<file path="config.mk">
export PLATFORM = sky130hd
export DESIGN_NAME = ball_position_flat
export DESIGN_NICKNAME = d
export VERILOG_FILES = /design/src/rtl/ball_position_if.sv /design/src/rtl/ball_position.sv /design/src/flat_wrapper.sv
export SDC_FILE = /design/constraint.sdc
export NUM_CORES = 1
export LEC_CHECK = 0
export CAP_MARGIN = 20
export CORE_ASPECT_RATIO = 0.7
export CORE_MARGIN = 4
export CORE_UTILIZATION = 53
export CTS_BUF_LIST = sky130_fd_sc_hd__clkbuf_4
export CTS_CLUSTER_DIAMETER = 40
export DETAILED_ROUTE_END_ITERATION = 10
export GPL_TIMING_DRIVEN = 0
export PLACE_DENSITY = 0.82
export SYNTH_ARGS = -nofsm -noshare
export SYNTH_HDL_FRONTEND = slang
export SYNTH_SLANG_ARGS = --single-unit
</file>
<file path="constraint.sdc">
create_clock -name clk -period 3 [get_ports clk]
set_clock_uncertainty 0.1 [all_clocks]
set_input_delay 0.75 -clock clk [delete_from_list [all_inputs] [get_ports clk]]
set_output_delay 0.75 -clock clk [all_outputs]
set_load 0.005 [all_outputs]
</file>
<file path="src/rtl/ball_position_if.sv">
// Plot request channel between the ball position engine and the VGA plotter front-end.
// The ball engine is the master: it drives the request and its payload, and the plotter returns ack.
interface ball_position_if;
    logic [9:0] plot_x;
    logic [9:0] plot_y;
    logic [2:0] plot_colour;
    logic       plot_req;
    logic       plot_ack;

    modport master (
        output plot_x,
        output plot_y,
        output plot_colour,
        output plot_req,
        input  plot_ack
    );

    modport slave (
        input  plot_x,
        input  plot_y,
        input  plot_colour,
        input  plot_req,
        output plot_ack
    );
endinterface

</file>
<file path="src/rtl/ball_position.sv">
// Ball sprite position engine.
// On each frame tick the ball steps along x and y and stops at the play-field bounds.
// Each move is wrapped in plot requests to the plotter over a req/ack handshake.
// Optional feature: define BALL_POS_ERASE_EN to issue a colour-0 erase request at the old
// position before each move. Without it, a tick goes straight to MOVE and only the draw
// request is issued.
module ball_position #(
    parameter int unsigned MAX_X       = 160,
    parameter int unsigned MAX_Y       = 120,
    parameter int unsigned SIZE        = 4,
    parameter int unsigned STEP        = 1,
    parameter int unsigned START_X     = 78,
    parameter int unsigned START_Y     = 100,
    parameter logic [2:0]  BALL_COLOUR = 3'b111
) (
    input  logic           clk,
    input  logic           reset,
    input  logic           tick,
    input  logic           x_du,
    input  logic           y_du,
    output logic [9:0]     x,
    output logic [9:0]     y,
    output logic           busy,
    ball_position_if.master plot
);

    localparam int unsigned CW = 10;
    localparam int unsigned AW = 11;
    localparam logic [AW-1:0] X_LIM  = AW'(MAX_X - SIZE);
    localparam logic [AW-1:0] Y_LIM  = AW'(MAX_Y - SIZE);
    localparam logic [AW-1:0] STEP_W = AW'(STEP);

    typedef enum logic [1:0] {
        IDLE  = 2'd0,
        ERASE = 2'd1,
        MOVE  = 2'd2,
        DRAW  = 2'd3
    } state_t;

    state_t         state_q;
    logic [CW-1:0]  x_q;
    logic [CW-1:0]  y_q;
    logic [CW-1:0]  x_d;
    logic [CW-1:0]  y_d;
    logic [AW-1:0]  x_sum;
    logic [AW-1:0]  y_sum;
    logic [CW-1:0]  plot_x_q;
    logic [CW-1:0]  plot_y_q;
    logic [2:0]     plot_colour_q;
    logic           plot_req_q;
    logic           busy_q;

    // Next position with clamping; sums are one bit wider so they cannot wrap.
    always_comb begin
        x_sum = {1'b0, x_q} + STEP_W;
        y_sum = {1'b0, y_q} + STEP_W;
        x_d   = x_q;
        y_d   = y_q;
        if (x_du) begin
            x_d = (x_sum > X_LIM) ? CW'(X_LIM) : CW'(x_sum);
        end else begin
            x_d = ({1'b0, x_q} < STEP_W) ? '0 : CW'({1'b0, x_q} - STEP_W);
        end
        if (y_du) begin
            y_d = (y_sum > Y_LIM) ? CW'(Y_LIM) : CW'(y_sum);
        end else begin
            y_d = ({1'b0, y_q} < STEP_W) ? '0 : CW'({1'b0, y_q} - STEP_W);
        end
    end

    // Move sequencer; position, request payload and busy are all registered here.
    always_ff @(posedge clk or posedge reset) begin
        if (reset) begin
            state_q       <= IDLE;
            x_q           <= CW'(START_X);
            y_q           <= CW'(START_Y);
            plot_x_q      <= '0;
            plot_y_q      <= '0;
            plot_colour_q <= '0;
            plot_req_q    <= 1'b0;
            busy_q        <= 1'b0;
        end else begin
            case (state_q)
                IDLE: begin
                    if (tick) begin
                        busy_q <= 1'b1;
`ifdef BALL_POS_ERASE_EN
                        state_q       <= ERASE;
                        plot_x_q      <= x_q;
                        plot_y_q      <= y_q;
                        plot_colour_q <= 3'd0;
                        plot_req_q    <= 1'b1;
`else
                        state_q       <= MOVE;
`endif
                    end
                end
`ifdef BALL_POS_ERASE_EN
                ERASE: begin
                    if (plot.plot_ack) begin
                        state_q    <= MOVE;
                        plot_req_q <= 1'b0;
                    end
                end
`endif
                MOVE: begin
                    // Direction bits are sampled here, not at the tick.
                    x_q           <= x_d;
                    y_q           <= y_d;
                    plot_x_q      <= x_d;
                    plot_y_q      <= y_d;
                    plot_colour_q <= BALL_COLOUR;
                    plot_req_q    <= 1'b1;
                    state_q       <= DRAW;
                end
                DRAW: begin
                    if (plot.plot_ack) begin
                        state_q    <= IDLE;
                        plot_req_q <= 1'b0;
                        busy_q     <= 1'b0;
                    end
                end
                default: begin
                    state_q    <= IDLE;
                    plot_req_q <= 1'b0;
                    busy_q     <= 1'b0;
                end
            endcase
        end
    end

    assign x                = x_q;
    assign y                = y_q;
    assign busy             = busy_q;
    assign plot.plot_x      = plot_x_q;
    assign plot.plot_y      = plot_y_q;
    assign plot.plot_colour = plot_colour_q;
    assign plot.plot_req    = plot_req_q;

endmodule

</file>
<file path="src/flat_wrapper.sv">
// flat-port wrapper written by rule: the top's interface ports become plain ports
module ball_position_flat 
#(
    parameter int unsigned MAX_X       = 160,
    parameter int unsigned MAX_Y       = 120,
    parameter int unsigned SIZE        = 4,
    parameter int unsigned STEP        = 1,
    parameter int unsigned START_X     = 78,
    parameter int unsigned START_Y     = 100,
    parameter logic [2:0]  BALL_COLOUR = 3'b111
)
  (clk, reset, tick, x_du, y_du, x, y, busy, plot_plot_x, plot_plot_y, plot_plot_colour, plot_plot_req, plot_plot_ack);
  ball_position_if plot_i ();
  input  logic clk;
  input  logic reset;
  input  logic tick;
  input  logic x_du;
  input  logic y_du;
  output logic [9:0] x;
  output logic [9:0] y;
  output logic busy;
  output wire logic [$bits(plot_i.plot_x)-1:0] plot_plot_x;
  output wire logic [$bits(plot_i.plot_y)-1:0] plot_plot_y;
  output wire logic [$bits(plot_i.plot_colour)-1:0] plot_plot_colour;
  output wire logic [$bits(plot_i.plot_req)-1:0] plot_plot_req;
  input wire logic [$bits(plot_i.plot_ack)-1:0] plot_plot_ack;
  assign plot_plot_x = plot_i.plot_x;
  assign plot_plot_y = plot_i.plot_y;
  assign plot_plot_colour = plot_i.plot_colour;
  assign plot_plot_req = plot_i.plot_req;
  assign plot_i.plot_ack = plot_plot_ack;
  ball_position #(.MAX_X(MAX_X), .MAX_Y(MAX_Y), .SIZE(SIZE), .STEP(STEP), .START_X(START_X), .START_Y(START_Y), .BALL_COLOUR(BALL_COLOUR)) u_core (.clk(clk), .reset(reset), .tick(tick), .x_du(x_du), .y_du(y_du), .x(x), .y(y), .busy(busy), .plot(plot_i));
endmodule
</file>
==> impl_metrics.json <==
{
  "power_switching_mw": 1.38,
  "holdWs_ns": 0.403,
  "numPortBuffers": 49,
  "cp_max_fo": 10,
  "p_leak_nw": 1.24,
  "synth_top_area_share": 0.256,
  "cp-start-kind": "flip-flop",
  "p_comb_frac": 0.623,
  "core_area_sq_um": 4400,
  "peakVddDrop_mv": 0.652,
  "ys_warn_count": 0,
  "drv_slew": 0,
  "finalHoldViolCount": 0,
  "place_hpwl_um": 5270,
  "layout_commonest_cell": "clkdlybuf4s50_1",
  "clk_latency_ns": 0.34,
  "ys_ff_latch": 32,
  "firstDrtPassIters": 5,
  "synth_cells": 306,
  "hold_path_class": "reg -> reg",
  "viasPerCell": 6.23,
  "rsz0062_at_grt": "no",
  "r2r.worst_path.cells": 8,
  "post_cts_resized": 0,
  "syn_nets": 316,
  "antenna_left": 0,
  "yosysTopAreaCell": "dfrtp_1",
  "min_period_ns": 2.61,
  "routed_wl_um": 7000,
  "clockRootBuffer": "clkbuf_4",
  "fmaxAchievable_ghz": 0.383,
  "initial_core_util": 0.555,
  "synth_area_leaders": "dfrtp_1 (26%), dfstp_2 (7.5%), o21ai_0 (5.3%)",
  "worst-setup-path-type": "reg -> reg",
  "cts_tree": "yes",
  "cap_violations": 0,
  "synthArstFlopShare": 1.00,
  "power_density_nw_per_um2": 968,
  "slew-limit-headroom": 0.611,
  "wire_per_inst_um": 16.7,
  "die_area_sq_um": 5780,
  "crit_arrival_ns": 2.70,
  "die_h_um": 64.8,
  "avgSynthCellArea_sq_um": 7.98,
  "post-cts-setup-buffers": 0,
  "dr.first_iter.drc_count": 322,
  "synth_edf_count": 0,
  "total_power_mw": 2.99,
  "power_frac_seq": 0.290,
  "gp_congestion": 0.981,
  "swShare": 0.460,
  "antenna_found_initial": 0,
  "setup-tns-final_ns": 0,
  "clk_pin_slew_ns": 0.12,
  "ios": 51,
  "rows": 20,
  "setup_viol": 0,
  "nFillCells": 359,
  "cp.required_ns": 3.09,
  "end_kind": "flip-flop",
  "drive_gt1_frac": 0.124,
  "outcome": "complete, no violations",
  "vias": 2609,
  "ctsHtreeMaxLevel": 2,
  "cts_made_buffers": 5,
  "area_growth_pct": 26.4,
  "whs_path_depth": 2,
  "die_x_um": 89.1,
  "cts_hold_buf": 0,
  "drcViolationCount": 0,
  "synth.distinct_cells": 61,
  "seq_area_sq_um": 810,
  "netlist_area_sq_um": 2440,
  "layout_common_cells": "clkdlybuf4s50_1 (49), nor2_1 (31), o21ai_0 (26)",
  "seq_area_frac_synth": 0.331,
  "cts_sinks": 32,
  "grt_pass1_wl_um": 11900,
  "grtUsageTotal": 0.262,
  "diodes": 0,
  "worst_pin_slew_ns": 0.578,
  "min_period_over_period": 0.870,
  "pwr-share-clk": 0.088,
  "nNetsFinal": 373,
  "cell_internal_pwr_mw": 1.61,
  "grt_max_degree": 23,
  "gr-total-overflow": 0,
  "cts_max_path_buffers": 2,
  "multi_input_area_sq_um": 1390,
  "ys.flop_type": "dfrtp_1",
  "grt_pass1_vias": 2431
}
-- worst paths after layout --
path	from	slack, ns	end
worst max register to register	u_core.x[0]	0.39	u_core.x[7]
worst max-delay path	u_core.x[0]	0.39	u_core.x[7]
max in group asynchronous	reset	1.61	u_core.x[1]
worst min register to register	u_core.plot.plot_req	0.40	u_core.plot.plot_req
min in group asynchronous	reset	0.61	u_core.state_q[0]
worst min-delay path	u_core.plot.plot_req	0.40	u_core.plot.plot_req
-- per-stage QoR --
step,worst slack (ns),cell area [sq um],cells,util
finish,0.391,3090,419,0.701
global route,0.236,3090,419,0.701
CTS,0.437,3090,419,0.701
detailed placement,0.449,3030,411,0.688
global placement,0.437,3000,410,0.682
floorplan,0.682,2440,306,-
-- layer usage --
metal | GRT usage | part of all wire
met3 | 0.0597 | 0.11
met5 | 0 | 0
met1 | 0.417 | 0.48
met2 | 0.355 | 0.41
met4 | 0.0520 | 0.0063
-- cell families (layout without fill, tap and decap cells) --
logic type | count (synthesis) | after routing | synth area share
and+or+nand+nor | 133 | 133 | 0.289
AOI/OAI and AO/OA | 81 | 81 | 0.230
buffers and inverters | 48 | 106 | 0.0989
DFF | 32 | 32 | 0.331
xor gates and xnor gates | 5 | 5 | 0.0179
adders and majority gates | 4 | 4 | 0.0205
muxes | 3 | 3 | 0.0123
-- power by group through the flow --
stage	logic [mW]	registers [mW]	clock network, mW
after floorplan	1.11	0.826	0
after global placement	1.81	0.861	0
after detailed placement	1.83	0.867	0
after CTS	1.84	0.860	0.262
after global routing	2.06	0.893	0.286
final	1.86	0.865	0.262
-- registers in the layout (all words and copies together) (netlist names) --
signal,cells
u_core.busy,1
u_core.plot.plot_x,4
u_core.y,10
u_core.state_q,2
u_core.plot.plot_y,3
u_core.plot.plot_colour,1
u_core.x,10
u_core.plot.plot_req,1
-- synthesized netlist by cell type (2+ instances only) --
library cell and n:
nor3_1 10, nand2b_1 7, buf_4 15, nand2_1 24, nor4b_1 2, and3_1 4, a221oi_1 2, nand3_1 16
and3b_1 2, nand4_1 8, nand4b_1 3, nor4_1 5, a31oi_1 2, inv_1 13, o22ai_1 3, a22oi_1 2
a311o_1 2, nor2_1 31, dfrtp_1 25, o32a_1 3, o31ai_2 2, buf_2 4, mux2i_1 3, clkbuf_1 14
o31ai_1 2, or4_1 2, ha_1 4, a21oi_1 19, dfstp_2 7, o21ai_0 26, and3_2 2, buf_1 2
or3_1 4, o211a_1 2, nor2b_1 5, xnor2_1 4
-- cell type report --
class,instances,share of cell area
multi-input cells,226,0.451
repair buffers,50,0.168
flip-flops and latches,32,0.262
inverters,13,0.0158
well taps,55,0.0223
clock buffers,6,0.0146
plain buffers,35,0.0624
clock inverters,2,0.00405
-- critical path, stage by stage, from the launching register on --
cell and delay [ns]:
dfrtp_1 0.49, inv_1 0.12, ha_1 0.22, or4b_1 0.44, clkbuf_1 0.19, o41ai_2 0.50, nor2_1 0.17, nand3_1 0.12
o221ai_1 0.13
No activity file was read; power rests on OpenSTA's default activity.
